File: src/rtl/gate_tb_pkg.sv
// gate_tb_pkg: shared state encoding, vector-count helper and canonical 3-input truth tables
package gate_tb_pkg;
  typedef enum logic [2:0] {
    ST_IDLE,
    ST_APPLY,
    ST_SETTLE,
    ST_SAMPLE,
    ST_DONE
  } state_t;
  localparam logic [7:0] AND3_TT = 8'h80;
  localparam logic [7:0] OR3_TT  = 8'hFE;
  localparam logic [7:0] XOR3_TT = 8'h96;
  function automatic int n_vec(input int n);
    return 1 << n;
  endfunction
endpackage

File: src/rtl/gate_tt_checker.sv
// gate_tt_checker: compares one sampled gate output with its expected bit and updates the error tally
module gate_tt_checker #(
  parameter int N_IN = 3
) (
  input  logic            i_exp,
  input  logic            i_obs,
  input  logic [N_IN-1:0] i_idx,
  input  logic [N_IN:0]   i_err_count,
  input  logic [N_IN-1:0] i_first_fail,
  input  logic            i_fail_seen,
  output logic [N_IN:0]   o_err_count,
  output logic [N_IN-1:0] o_first_fail,
  output logic            o_fail_seen
);
  logic w_mismatch;
  assign w_mismatch   = i_exp ^ i_obs;
  assign o_err_count  = i_err_count + {{N_IN{1'b0}}, w_mismatch};
  // vectors are visited in ascending order, so the first recorded mismatch is the lowest index
  assign o_first_fail = (w_mismatch && !i_fail_seen) ? i_idx : i_first_fail;
  assign o_fail_seen  = i_fail_seen | w_mismatch;
endmodule

File: src/rtl/gate_tt_sequencer.sv
// gate_tt_sequencer: sweeps a gate through all input vectors and checks it against a latched truth table
module gate_tt_sequencer
  import gate_tb_pkg::*;
#(
  parameter int N_IN       = 3,
  parameter int SETTLE_CYC = 1
) (
  input  logic                     clk,
  input  logic                     rst_n,
  input  logic                     start,
  input  logic                     abort,
  input  logic [n_vec(N_IN)-1:0]   expected,
  input  logic                     dut_out,
  output logic [N_IN-1:0]          dut_in,
  output logic                     busy,
  output logic                     done,
  output logic                     pass,
  output logic [N_IN:0]            err_count,
  output logic [N_IN-1:0]          first_fail,
  output logic                     fail_seen,
  output logic [n_vec(N_IN)-1:0]   observed
);
  localparam int NV = n_vec(N_IN);
  localparam int SCW = $clog2(SETTLE_CYC + 2);
  localparam logic [N_IN-1:0] LAST_IDX = '1;
  state_t r_state, w_next;
  logic [NV-1:0]   r_exp, r_obs;
  logic [N_IN-1:0] r_idx, r_dut_in, r_first_fail;
  logic [N_IN:0]   r_err_count;
  logic [SCW-1:0]  r_cnt;
  logic            r_done, r_pass, r_fail_seen;
  logic [N_IN:0]   w_err_count;
  logic [N_IN-1:0] w_first_fail;
  logic            w_fail_seen, w_last;
  assign w_last = r_idx == LAST_IDX;
  gate_tt_checker #(.N_IN(N_IN)) u_chk (
    .i_exp        (r_exp[r_idx]),
    .i_obs        (dut_out),
    .i_idx        (r_idx),
    .i_err_count  (r_err_count),
    .i_first_fail (r_first_fail),
    .i_fail_seen  (r_fail_seen),
    .o_err_count  (w_err_count),
    .o_first_fail (w_first_fail),
    .o_fail_seen  (w_fail_seen)
  );
  // state register
  always_ff @(posedge clk or negedge rst_n)
    if (!rst_n) r_state <= ST_IDLE;
    else r_state <= w_next;
  // next state: abort overrides everything, start only honoured when not mid-sweep
  always_comb begin
    w_next = r_state;
    if (abort) w_next = ST_IDLE;
    else
      case (r_state)
        ST_IDLE, ST_DONE: w_next = start ? ST_APPLY : r_state;
        ST_APPLY:         w_next = (SETTLE_CYC > 0) ? ST_SETTLE : ST_SAMPLE;
        ST_SETTLE:        w_next = (r_cnt == SCW'(1)) ? ST_SAMPLE : ST_SETTLE;
        ST_SAMPLE:        w_next = w_last ? ST_DONE : ST_APPLY;
        default:          w_next = ST_IDLE;
      endcase
  end
  // datapath: vector drive, settle timing and result capture; abort freezes everything as-is
  always_ff @(posedge clk or negedge rst_n)
    if (!rst_n) begin
      r_exp        <= '0;
      r_obs        <= '0;
      r_idx        <= '0;
      r_dut_in     <= '0;
      r_first_fail <= '0;
      r_err_count  <= '0;
      r_cnt        <= '0;
      r_done       <= 1'b0;
      r_pass       <= 1'b0;
      r_fail_seen  <= 1'b0;
    end else begin
      r_done <= 1'b0;
      if (!abort)
        case (r_state)
          ST_IDLE, ST_DONE:
            if (start) begin
              r_exp        <= expected;
              r_obs        <= '0;
              r_idx        <= '0;
              r_first_fail <= '0;
              r_err_count  <= '0;
              r_pass       <= 1'b0;
              r_fail_seen  <= 1'b0;
            end
          ST_APPLY: begin
            r_dut_in <= r_idx;
            r_cnt    <= SCW'(SETTLE_CYC);
          end
          ST_SETTLE: r_cnt <= r_cnt - SCW'(1);
          ST_SAMPLE: begin
            r_obs[r_idx] <= dut_out;
            r_err_count  <= w_err_count;
            r_first_fail <= w_first_fail;
            r_fail_seen  <= w_fail_seen;
            if (w_last) begin
              r_done <= 1'b1;
              r_pass <= w_err_count == '0;
            end else r_idx <= r_idx + 1'b1;
          end
          default: ;
        endcase
    end
  assign dut_in     = r_dut_in;
  assign busy       = (r_state == ST_APPLY) || (r_state == ST_SETTLE) || (r_state == ST_SAMPLE);
  assign done       = r_done;
  assign pass       = r_pass;
  assign err_count  = r_err_count;
  assign first_fail = r_first_fail;
  assign fail_seen  = r_fail_seen;
  assign observed   = r_obs;
endmodule

File: config.mk
export PLATFORM = sky130hd
export DESIGN_NAME = gate_tt_sequencer
export DESIGN_NICKNAME = d
export VERILOG_FILES = /design/src/rtl/gate_tb_pkg.sv /design/src/rtl/gate_tt_checker.sv /design/src/rtl/gate_tt_sequencer.sv
export SDC_FILE = /design/constraint.sdc
export NUM_CORES = 1
export LEC_CHECK = 0
export CAP_MARGIN = 40
export CORE_ASPECT_RATIO = 0.75
export CORE_MARGIN = 2
export CORE_UTILIZATION = 58
export CTS_BUF_LIST = sky130_fd_sc_hd__clkbuf_8
export DETAILED_ROUTE_END_ITERATION = 12
export PLACE_DENSITY = 0.85
export SLEW_MARGIN = 10
export SYNTH_ARGS = -nofsm -noshare
export SYNTH_HDL_FRONTEND = slang
export SYNTH_SLANG_ARGS = --single-unit
File: constraint.sdc
create_clock -name clk -period 5.4 [get_ports clk]
set_clock_uncertainty 0.05 [all_clocks]
set_input_delay 0.81 -clock clk [delete_from_list [all_inputs] [get_ports clk]]
set_output_delay 0.81 -clock clk [all_outputs]
set_load 0.005 [all_outputs]
# ---- Word-level counts from Yosys, hierarchy flattened
# Index checks and enable logic that the tools add are counted.
dict set report op_classes {
  n_lt_le_gt_ge 2
  eq_ne 11
  n_mux 27
  bitwise 3
  reduce_logical 17
  add_sub_neg 3
}
# op count
set op_table {}
lappend op_table {{$mux W3} 6}
lappend op_table {{$pmux W8 S2} 1}
lappend op_table {{$pmux W3 S2} 2}
lappend op_table {{$pmux W3 S4} 1}
lappend op_table {{$reduce_and A4 Y1} 3}
lappend op_table {{$bwmux W8} 1}
lappend op_table {{$mux W1} 8}
lappend op_table {{$mux W8} 1}
lappend op_table {{$pmux W4 S2} 1}
lappend op_table {{$eq A3 B2 Y1 const B} 2}
lappend op_table {{$eq A3 B3 Y1 const B} 2}
lappend op_table {{$ne A2 B2 Y1 const B} 3}
lappend op_table {{$reduce_and A3 Y1} 2}
lappend op_table {{$add A4 B1 Y4} 1}
lappend op_table {{$logic_not A4 Y1} 1}
lappend op_table {{$lt A3 B4 Y1 const B} 1}
lappend op_table {{$mux W4} 1}
lappend op_table {{$pmux W1 S2} 2}
lappend op_table {{$pmux W2 S2} 1}
lappend op_table {{$reduce_and A2 Y1} 2}
lappend op_table {{$reduce_bool A2 Y1} 2}
lappend op_table {{$add A3 B1 Y3 const B} 1}
lappend op_table {{$bmux W1 S3} 1}
lappend op_table {{$demux W1 S3} 1}
lappend op_table {{other kinds (14)} 16}
dict set report totals {
  reg_bits 37
  out_inout_bits 22
  inputBits 13
  wordCells 74
}

# ---- Longest topological paths before layout
# Gate-level depths: netlist of run 1.
dict set report logic_depth {
  word_depth 7
  mapped_depth 10
}

# ---- Modules after synthesis
# Synthesis of run 1 repeated with hierarchy kept, for this count alone.
dict set report hier_totals {
  cells_unflattened 158
  hier_area_um2 1923.1
}
# module seq_area_each_um2 instances cells_each area_each_um2
set modules_own_cells {}
lappend modules_own_cells {gate_tt_sequencer 925.9 1 146 1809.2}
lappend modules_own_cells {gate_tt_checker 0.0 1 12 113.9}

# ---- Least setup slack after synthesis of run 1
# Ideal clock, no wire load.
dict set report synth_timing {
  kind {register -> register}
  start {reg r_idx[2]}
  end {reg r_pass (netlist: pass)}
  required_ns 5.240
  setup_time_ns 0.110
  path_buffers 1
  slack_ns 3.010
  t_arrival_ns 2.230
  stages_incl_launch_ff 11
  cell_sequence {dfrtp_1 > buf_2 > or2_1 > o22ai_1 > nor3_1 > xnor2_1 > ha_1 > ha_1 > xor2_1 > or3_1 > o41ai_1}
}
dict set report synth_between {
  elab_chain_len 7
  elab_cells_between_ends 10
}
# element line
set synth_rtl {}
lappend synth_rtl {{start: declaration} gate_tt_sequencer.sv:28} ;# logic [N_IN-1:0] r_idx, r_dut_in, r_first_fail;
lappend synth_rtl {{start signal: assignment} gate_tt_sequencer.sv:104} ;# end else r_idx <= r_idx + 1'b1;
lappend synth_rtl {{$bmux W1 S3} gate_tt_sequencer.sv:37} ;# .i_exp (r_exp[r_idx]),
lappend synth_rtl {{$mux W1 (implied by the code)} gate_tt_sequencer.sv:37}
lappend synth_rtl {{$xor A1 B1 Y1} gate_tt_checker.sv:16} ;# assign w_mismatch = i_exp ^ i_obs;
lappend synth_rtl {{$add A4 B1 Y4} gate_tt_checker.sv:17} ;# assign o_err_count = i_err_count + {{N_IN{1'b0}}, w_mismatch};
lappend synth_rtl {{$logic_not A4 Y1} gate_tt_sequencer.sv:103} ;# r_pass <= w_err_count == '0;
lappend synth_rtl {{$mux W1} gate_tt_sequencer.sv:101} ;# if (w_last) begin
lappend synth_rtl {{$pmux W1 S2} gate_tt_sequencer.sv:80} ;# case (r_state)
lappend synth_rtl {{end signal: assignment} gate_tt_sequencer.sv:75} ;# r_pass <= 1'b0;
lappend synth_rtl {{end signal: assignment} gate_tt_sequencer.sv:88} ;# r_pass <= 1'b0;
lappend synth_rtl {{end signal: assignment} gate_tt_sequencer.sv:103}
lappend synth_rtl {{end: declaration} gate_tt_sequencer.sv:31} ;# logic r_done, r_pass, r_fail_seen;
# Several ways; a longest one is shown, not always the timed one. The select of a mux whose other input is x is not followed.
# A chain may end at the register's enable or synchronous reset.

# ---- Worst setup path in the final report of run 1
dict set report layout_timing {
  start {reg r_idx[0]}
  end {reg r_pass (netlist: pass)}
}
# The elaborated chain is that of the path after synthesis.

==> results of run 1 <==
metal layers:
layer | vias to the layer above | part of all wire, % | routed length [µm] | global-route usage (%)
met5 | - | 0 | 0 | 0
met4 | 0 | 2.0 | 82 | 11.2
met3 | 11 | 6.4 | 259 | 6.48
met2 | 61 | 47 | 1900 | 41.0
met1 | 746 | 45 | 1820 | 32.2
li1 | 724 | - | - | -
worst min-delay path: cells and delay by family (launching register included):
family,cells,cell delay (ns)
DFF,1,0.34
and+or+nand+nor,2,0.10
power by group:
group / switching (W) / internal, W
clock network: 0.0000953 / 0.000115
logic: 0.000112 / 0.000107
registers: 0.0000496 / 0.000326
total: 0.000257 / 0.000548
final cells by class:
class | instances | area (µm²) | area share [%]
Clock buffer | 7 | 96.3 | 4.16
Clock inverter | 1 | 5.00 | 0.216
Inverter | 5 | 18.8 | 0.811
Multi-Input combinational cell | 136 | 872 | 37.7
Sequential cell | 37 | 926 | 40.0
Tap cell | 38 | 47.5 | 2.06
Timing Repair Buffer | 35 | 348 | 15.0
how the worst max path moves through the flow:
| stage | cells past startpoint | to | slack (ns) |
|---|---|---|---|
| floorplan | 10 | pass | 3.01 |
| global placement | 6 | observed[1] | 2.49 |
| detailed placement | 6 | observed[1] | 2.37 |
| CTS | 8 | pass | 2.59 |
| global route | 8 | pass | 2.35 |
| finish | 9 | pass | 2.57 |
logic make-up after synthesis:
kind of cell | Yosys count
buffers and inverters | 16
xor gates and xnor gates | 4
DFF | 37
and+or+nand+nor | 82
muxes | 13
adders and majority gates | 5
AOI/OAI and AO/OA | 32
registers in the layout, summed over array words and instances (netlist names):
register,flops
r_state,3
fail_seen,1
dut_in,3
r_cnt,2
r_exp,8
observed,8
r_idx,3
done,1
err_count,4
pass,1
first_fail,3
Yosys cell counts, types with 3 or more instances:
master | number | area [µm²]
clkbuf_1 | 4 | 15.0
o21ai_0 | 9 | 45.0
buf_4 | 3 | 22.5
nand3_1 | 4 | 20.0
dfrtp_1 | 37 | 926
xnor2_1 | 3 | 26.3
buf_2 | 3 | 15.0
mux2i_1 | 10 | 100
nand2_1 | 50 | 188
nor2_1 | 8 | 30.0
ha_1 | 5 | 62.6
o211ai_1 | 3 | 22.5
o31ai_1 | 4 | 30.0
nor3_1 | 5 | 25.0
o41ai_1 | 4 | 35.0
inv_1 | 5 | 18.8
a21oi_1 | 3 | 15.0
o311ai_0 | 3 | 26.3
mux2_2 | 3 | 33.8
metrics by stage:
step                utilization, %  worst slack, ns  cell area (µm²)
floorplan                        -             3.01             1880
global placement              73.2             2.49             2210
detailed placement            73.2             2.37             2210
CTS                           76.6             2.59             2310
global route                  76.6             2.35             2310
finish                        76.6             2.57             2310
==> flow_summary.yaml, run 1 <==
die:
  die_area_um2: 3720
  initial_core_util_pct: 62.3
  die_x_um: 69.8
  core_um2: 3020
  io_pins: 35
  die_y_um: 53.3
  row_count: 17
critical_path:
  r2r_start: "r_idx[0]"
  crit_fanout: 16
  cp.arrival_ns: 2.96
  worst_ep_required_time_ns: 5.53
  critPathMaxStageDelay_ns: 0.65
  r2r_cells: 9
  cp-end-kind: "flip-flop"
  cpMostUsedCell: "ha_1"
  crit_buf_inv: 1
  rrSetupSlack_ns: 2.57
  startpoint_type: "flip-flop"
  slowest_stage: "dfrtp_1"
  timing.rr.end: "pass"
  startpoint: "r_idx[0]"
  critPathKind: "reg -> reg"
  crit_family: "flip-flops"
  cp_cell_sequence: "inv_1 > o32ai_2 > nor3_1 > xnor2_1 > ha_1 > ha_1 > xor2_1 > or3_1 > o41ai_1"
routing:
  vias: 1542
  wl_um: 4070
  drc_errors: 0
  wl_per_cell_um: 15.7
  ant_nets: 0
  firstDrtPassIters: 4
  viasPerCell: 5.95
  drt_iter0_markers: 122
power:
  p_per_area_nw_per_um2: 348
  total_power_w: 0.000805
  max-vdd-ir-drop_v: 0.000268
  leakage_nw: 1.01
clocking:
  ctsResizeCount: 0
  hold_buffers: 0
  clock_sinks: 37
  htreeDepth: 2
  clkTransAtPathRegs_ns: 0.07
  cts_setup_buffers: 0
  clk_latency_ns: 0.29
  cts_tree: "built"
  cts_buffer_depth: 2
  cts-root-buf: "clkbuf_8"
  cts_buffers: 5
final_layout:
  area.growth.synth_to_final_pct: 23.0
  most-common-layout-cells: "50 x nand2_1, 37 x dfrtp_1, 34 x clkdlybuf4s50_1"
  antennaDiodeCount: 0
  n_fill_cell: 195
  drive_gt1_share_pct: 9.50
  finalNonFillerCells: 259
  final_common_cell: "nand2_1"
  final_nets: 238
timing:
  fmax_mhz: 354
  setup_violations: 0
  slew_viol_final: 0
  slew_headroom_pct: 42.9
  holdWs_ns: 0.425
  rsz0062_at_grt: "false"
  hold_viol: 0
  finalCritPeriodShare_pct: 52.3
  worst_pin_slew_ns: 0.854
  period_needed_ns: 2.83
  fin_tns_setup_ns: 0
worst_hold_path:
  min_from: "r_exp[0]"
  hold_path.class: "reg -> reg"
  holdPathStages: 2
  whs_endpoint: "r_exp[0]"
yosys:
  synth-seq-area-share_pct: 49.2
  syn_area_um2: 1880
  async_flop_share_pct: 100
  synth_cell_type_count: 40
  synth_xor_area_share_pct: 1.86
  syn_inst: 189
  syn_area_per_cell_um2: 9.95
  synth_seq_cells: 37
  synth_compound_area_share_pct: 12.2
  synthMuxAreaShare_pct: 7.12
  synthAdderAreaFrac_pct: 3.33
  synthSimpleGateAreaFrac_pct: 21.9
  synth_ff_type: "dfrtp_1"
  synth_top_family_by_area: "simple AND/OR/NAND/NOR gates"
  ys_warn_count: 0
  postSynthNetCount: 207
  synth_edf_count: 0
job:
  maxCapViolCount: 0
placed_design:
  place_congestion: 0.843
  io_buffer_count: 34
  place_hpwl_um: 2860
  place_inst: 251
global_routing:
  antenna_found_initial: 0
  grt_pass1_wl_um: 7090
  grt_pass1_vias: 1473
  grt-ovfl-total: 0
  grt.total_usage_pct: 25.1
  grt_max_degree: 38
outcome:
  status: "completed"
No activity file was read; power rests on OpenSTA's default activity.
==> inputs of run 2 (changes only) <==
--- a/config.mk
+++ b/config.mk
@@ -8,10 +8,10 @@
 export CAP_MARGIN = 40
 export CORE_ASPECT_RATIO = 0.75
 export CORE_MARGIN = 2
-export CORE_UTILIZATION = 58
+export CORE_UTILIZATION = 54
 export CTS_BUF_LIST = sky130_fd_sc_hd__clkbuf_8
 export DETAILED_ROUTE_END_ITERATION = 12
-export PLACE_DENSITY = 0.85
+export PLACE_DENSITY = 0.8
 export SLEW_MARGIN = 10
 export SYNTH_ARGS = -nofsm -noshare
 export SYNTH_HDL_FRONTEND = slang
==> constraint.sdc (replaced) <==
create_clock -name clk -period 2.7 [get_ports clk]
set_clock_uncertainty 0.05 [all_clocks]
set_input_delay 0.405 -clock clk [delete_from_list [all_inputs] [get_ports clk]]
set_output_delay 0.405 -clock clk [all_outputs]
set_load 0.005 [all_outputs]
==> run 2 against run 1 <==
Against the previous run:
- clock power grew 75%
- non-clock buffer count grew 6
- cell area grew 1.9%
- via count shrank 1.3%
- first-iteration DRC count shrank 9.8%
- register-to-register slack lost 2.4 ns
- global-route usage shrank 1.6 points
- setup slack lost 2.4 ns
- wire length grew 3.2%
- flip-flop and latch count is the same
- sequential share of layout area shrank 0.58 points
==> flow_summary.yaml, run 2 (synthesis gave the netlist of run 1 again) <==
routing:
  drt_iter0_markers: 110
  vias: 1522
  wl_met3_um: 224
  drt-met1-wl_um: 2000
  ant_nets: 0
  routed.top_layer: "met4"
  viasPerCell: 5.70
  dr_wl_met2_um: 1890
  wl_um: 4200
  wl_per_cell_um: 15.7
  drc_errors: 0
  firstDrtPassIters: 4
timing:
  fmax_mhz: 403
  slew_viol_final: 0
  worst_pin_slew_ns: 0.620
  fin_tns_setup_ns: 0
  period_needed_ns: 2.48
  holdWs_ns: 0.440
  setup_slack_ns: 0.216
  hold_viol: 0
  rsz0062_at_grt: "false"
  slew_headroom_pct: 58.1
  finalCritPeriodShare_pct: 92.0
  setup_violations: 0
final_layout:
  final_nets: 244
  antennaDiodeCount: 0
  drive_gt1_share_pct: 12.8
  final_common_cell: "nand2_1"
  fin_area_um2: 2360
  area.growth.synth_to_final_pct: 25.3
  most-common-layout-cells: "50 x nand2_1, 34 x dfrtp_1, 34 x clkdlybuf4s50_1"
placed_design:
  dpl_cell_area_um2: 2240
  io_buffer_count: 34
  place_congestion: 0.958
  pre_cts_ws_ns: 0.0136
  place_hpwl_um: 2900
clocking:
  clkTransAtPathRegs_ns: 0.07
  cts_buffer_depth: 2
  cts-root-buf: "clkbuf_8"
  htreeDepth: 2
  hold_buffers: 0
  clk_latency_ns: 0.30
  cts_tree: "built"
  clock_sinks: 37
  cts_buffers: 5
power:
  leakage_nw: 1.04
  max-vdd-ir-drop_v: 0.000462
  p_per_area_nw_per_um2: 669
outcome:
  status: "completed"
critical_path:
  critPathMaxStageDelay_ns: 0.45
  cp.arrival_ns: 2.63
  startpoint_type: "flip-flop"
  cp-end-kind: "flip-flop"
  slowest_stage: "dfrtp_2"
  critPathKind: "reg -> reg"
  r2r_start: "r_idx[1]"
  cpMostUsedCell: "ha_1"
  crit_fanout: 8
  startpoint: "r_idx[1]"
  cp_cell_sequence: "mux2i_1 > o32ai_2 > nor3_1 > xnor2_1 > ha_1 > ha_1 > xor2_1 > or3_1 > o41ai_2"
  worst_ep_required_time_ns: 2.84
die:
  row_count: 18
  die_x_um: 72.1
  initial_core_util_pct: 56.8
  io_pins: 35
  die_area_um2: 3980
  die_y_um: 55.1
  core_um2: 3310
global_routing:
  grt_pass1_vias: 1481
  grt_max_degree: 38
  antenna_found_initial: 0
  grt.total_usage_pct: 23.5
  grt_pass1_wl_um: 6740
  grt-ovfl-total: 0
worst_hold_path:
  min_from: "r_exp[6]"
  hold_path.class: "reg -> reg"
job:
  maxCapViolCount: 0
run 2: cell count changes in the layout (fill, tap and decap cells not counted), moves of 2 or more:
cell,before,now
buf_4,1,7
dfrtp_1,37,34
dfrtp_2,0,3
inv_1,5,8
clkbuf_8,7,5
run 2: cell type report:
cell class / count / area (µm²)
clock inverters: 3 / 11.3
well taps: 40 / 50.0
multi-input cells: 136 / 886
fillers: 242 / 953
inverters: 5 / 18.8
repair buffers: 41 / 393
flip-flops and latches: 37 / 930
clock buffers: 5 / 68.8
run 2: worst max-delay path, delay by kind of cell (launching register included):
family | cells | cell delay [ns]
fa+ha+maj | 2 | 0.42
mux | 1 | 0.27
simple gates | 2 | 0.57
compound gates | 2 | 0.33
xor+xnor | 2 | 0.29
flops | 1 | 0.45
run 2: path summary, 6_finish.rpt:
check	depth (start not counted)	to	slack (ns)
min reg2reg	2	r_exp[6]	0.44
max reg2reg	9	pass	0.22
min	2	r_exp[6]	0.44
min in group asynchronous	2	fail_seen	0.48
max	9	pass	0.22
max in group asynchronous	2	r_idx[1]	1.75
run 2: stage by stage:
stage / cells / power, W / utilization (%)
finish: 267 / 0.00158 / 71.2
global route: 267 / 0.00167 / 71.2
CTS: 265 / 0.00157 / 70.3
detailed placement: 257 / 0.00120 / 67.8
global placement: 257 / 0.00117 / 67.8
floorplan: 189 / 0.00102 / -
run 2: what timing repair did:
action / 4_1_cts / 5_1_grt
endpoints found under the hold margin: 0 / 0
setup buffers: 0 / 2
endpoints found under the setup margin: 1 / 1
gates resized for setup: 1 / 4
run 2: power by group:
| group | total [W] | leakage [nW] | internal (W) | switching, W |
|---|---|---|---|---|
| logic | 0.000463 | 0.497 | 0.000227 | 0.000236 |
| registers | 0.000747 | 0.492 | 0.000654 | 0.0000932 |
| clock network | 0.000367 | 0.0519 | 0.000172 | 0.000195 |
run 2: routing by layer:
metal  up-vias  track usage [%]
li1        733                -
met1       735             29.3
met2        46             37.5
met3         8             8.15
met4         0             11.0
met5         -                0
==> patch (flow settings as in run 2) <==
`N_IN` is set to 3 in 2 places; all go to 6.
--- a/src/rtl/gate_tt_checker.sv
+++ b/src/rtl/gate_tt_checker.sv
@@ -1,6 +1,6 @@
 // gate_tt_checker: compares one sampled gate output with its expected bit and updates the error tally
 module gate_tt_checker #(
-  parameter int N_IN = 3
+  parameter int N_IN = 6
 ) (
   input  logic            i_exp,
   input  logic            i_obs,
--- a/src/rtl/gate_tt_sequencer.sv
+++ b/src/rtl/gate_tt_sequencer.sv
@@ -2,7 +2,7 @@
 module gate_tt_sequencer
   import gate_tb_pkg::*;
 #(
-  parameter int N_IN       = 3,
+  parameter int N_IN       = 6,
   parameter int SETTLE_CYC = 1
 ) (
   input  logic                     clk,
Ports: changed (5 resized); port bits go from 35 to 156. No check against the original RTL was run, so the function may have changed too.
==> patch against run 2 <==
  * The flow now finishes with violations (setup timing)
  * Final cell count grew to 4.3 times the old value
  * Synthesized area rose to 4.0 times the old value
  * Utilization is 3.6 points higher
  * Sequential cell count is 124 higher
  * Synthesized cell count rose to 4.2 times the old value
  * Count of clock-buffer cells in the layout is 16 higher
  * Power rose to 3.8 times the old value
  * Routed wire length increased to 5.0 times the old value
  * Cell area rose to 4.3 times the old value
  * Worst setup slack worse by 0.98 ns
  * Highest routed layer unchanged
==> patch: results (changes against run 2) <==
\begin{tabular}{lr}
\hline
Metric & Value \\
\hline
\multicolumn{2}{l}{\textbf{Timing}} \\
\quad Total setup violations reported at the end of the flow & 12 (was 0) \\
\quad Final worst-path setup slack & -0.764 ns (was 0.216 ns) \\
\quad Total negative slack & -3.31 ns (was 0 ns) \\
\quad Max transition margin & 0.475 (was 0.581) \\
\multicolumn{2}{l}{\textbf{Run status}} \\
\quad Run status & complete, but fails checks (was finished clean) \\
\quad Violations in the final reports & setup timing \\
\multicolumn{2}{l}{\textbf{Cells and area}} \\
\quad Fraction of layout instances using a drive strength above 1 & 0.161 (was 0.128) \\
\quad Final \#Nets & 1040 (was 244) \\
\quad Number of fillers in the final layout & 904 (was 242) \\
\quad Multi-input combinational area share & 0.328 (was 0.376) \\
\quad Inverters & 9 (was 5) \\
\quad Multi-input combinational gate total & 547 (was 136) \\
\quad Clk cell area share & 0.0361 (was 0.0340) \\
\quad Non-clock buffering overhead in the final layout & 0.217 (was 0.167) \\
\quad Number of clock buffer instances in the layout & 21 (was 5) \\
\multicolumn{2}{l}{\textbf{Routing}} \\
\quad Count of vias placed by the detailed router & 6783 (was 1522) \\
\quad Avg Vias per Cell & 5.87 (was 5.70) \\
\quad First-pass iteration count of the detailed router & 5 (was 4) \\
\quad Number of DRC markers after the initial detailed-route iteration & 625 (was 110) \\
\multicolumn{2}{l}{\textbf{Place}} \\
\quad Placed inst area & 9600 µm² (was 2240 µm²) \\
\quad Setup slack after placement & -0.811 ns (was 0.0136 ns) \\
\quad Routability congestion estimate & 0.892 (was 0.958) \\
\multicolumn{2}{l}{\textbf{Global routing}} \\
\quad Pin count of the biggest net entering global routing & 128 (was 38) \\
\quad Wire length of the first global-routing pass & 33.6 mm (was 6.74 mm) \\
\quad Global-route usage over all layers & 0.286 (was 0.235) \\
\multicolumn{2}{l}{\textbf{Logic synthesis}} \\
\quad Share of synthesized area spent on multiplexers & 0.0463 (was 0.0712) \\
\quad Syn Nets & 861 (was 207) \\
\quad Synth Area in Compound Gates & 0.181 (was 0.122) \\
\quad Post-synthesis cell area & 7540 µm² (was 1880 µm²) \\
\quad Gate count after technology mapping & 788 (was 189) \\
\quad Top cell types by occurrence after synthesis & nand2\_1 (229), dfrtp\_1 (161), o31ai\_1 (60) (was nand2\_1 (50), dfrtp\_1 (37), mux2i\_1 (10)) \\
\quad Adder-cell area share of the yosys netlist & 0.00664 (was 0.0333) \\
\quad Number of register bits inferred by synthesis & 161 (was 37) \\
\multicolumn{2}{l}{\textbf{Power}} \\
\quad Leak pwr & 4.48 nW (was 1.04 nW) \\
\quad Pwr/cell area & 584 nW/µm² (was 669 nW/µm²) \\
\multicolumn{2}{l}{\textbf{Critical path}} \\
\quad Arrival time reported for the critical path endpoint & 3.76 ns (was 2.63 ns) \\
\multicolumn{2}{l}{\textbf{Min path}} \\
\quad Classification of the worst-slack hold path & input pin to register (was register to register) \\
\hline
\end{tabular}
patch: changes by cell type after synthesis, moves of 8 or more:
cell      delta
nand2_1    +179
dfrtp_1    +124
o31ai_1     +56
o211ai_1    +54
clkbuf_1    +49
nor2_1      +19
o21ai_0     +16
nand3_1     +13
a21oi_1      +8
buf_2        +8
patch: path summary, 6_finish.rpt:
path                         startpoint            to  slack [ns]  depth (start not counted)
max                            r_idx[0]          pass       -0.76                         15
min                        expected[41]     r_exp[41]        0.43                          3
max reg2reg                    r_idx[0]          pass       -0.76                         15
min reg2reg                   r_exp[33]     r_exp[33]        0.43                          2
max in group asynchronous         rst_n   observed[7]        1.34                          3
min in group asynchronous         rst_n  err_count[6]        0.49                          2
patch: report_power, final:
part	internal, W	switching, W	total, W
logic	0.000625	0.000656	0.00128
registers	0.00278	0.000265	0.00304
clock network	0.000737	0.000906	0.00164
total	0.00414	0.00183	0.00597
patch: metal layers:
layer / GRT usage / routed length, µm / part of all wire / vias up
li1: - / - / - / 3146
met1: 0.404 / 8990 / 0.43 / 3327
met2: 0.451 / 10100 / 0.48 / 292
met3: 0.0653 / 1570 / 0.075 / 18
met4: 0.0750 / 260 / 0.012 / 0
met5: 0 / 0 / 0 / -
patch: what timing repair did:
action / CTS / global route
resized for setup: 17 / 20
endpoints found under the setup margin: 14 / 27
pin swaps: 4 / 3
gates cloned: 1 / 0
hold buffers: 1 / 0
endpoints found under the hold margin: 75 / 0
setup buffers: 3 / 3
patch: kinds of logic (layout without fill, tap and decap cells):
family / count (synthesis) / count (layout)
xor gates and xnor gates: 6 / 6
buffers and inverters: 80 / 272
AOI/OAI and AO/OA: 195 / 195
muxes: 25 / 25
adders and majority gates: 4 / 4
DFF: 161 / 161
and+or+nand+nor: 317 / 317
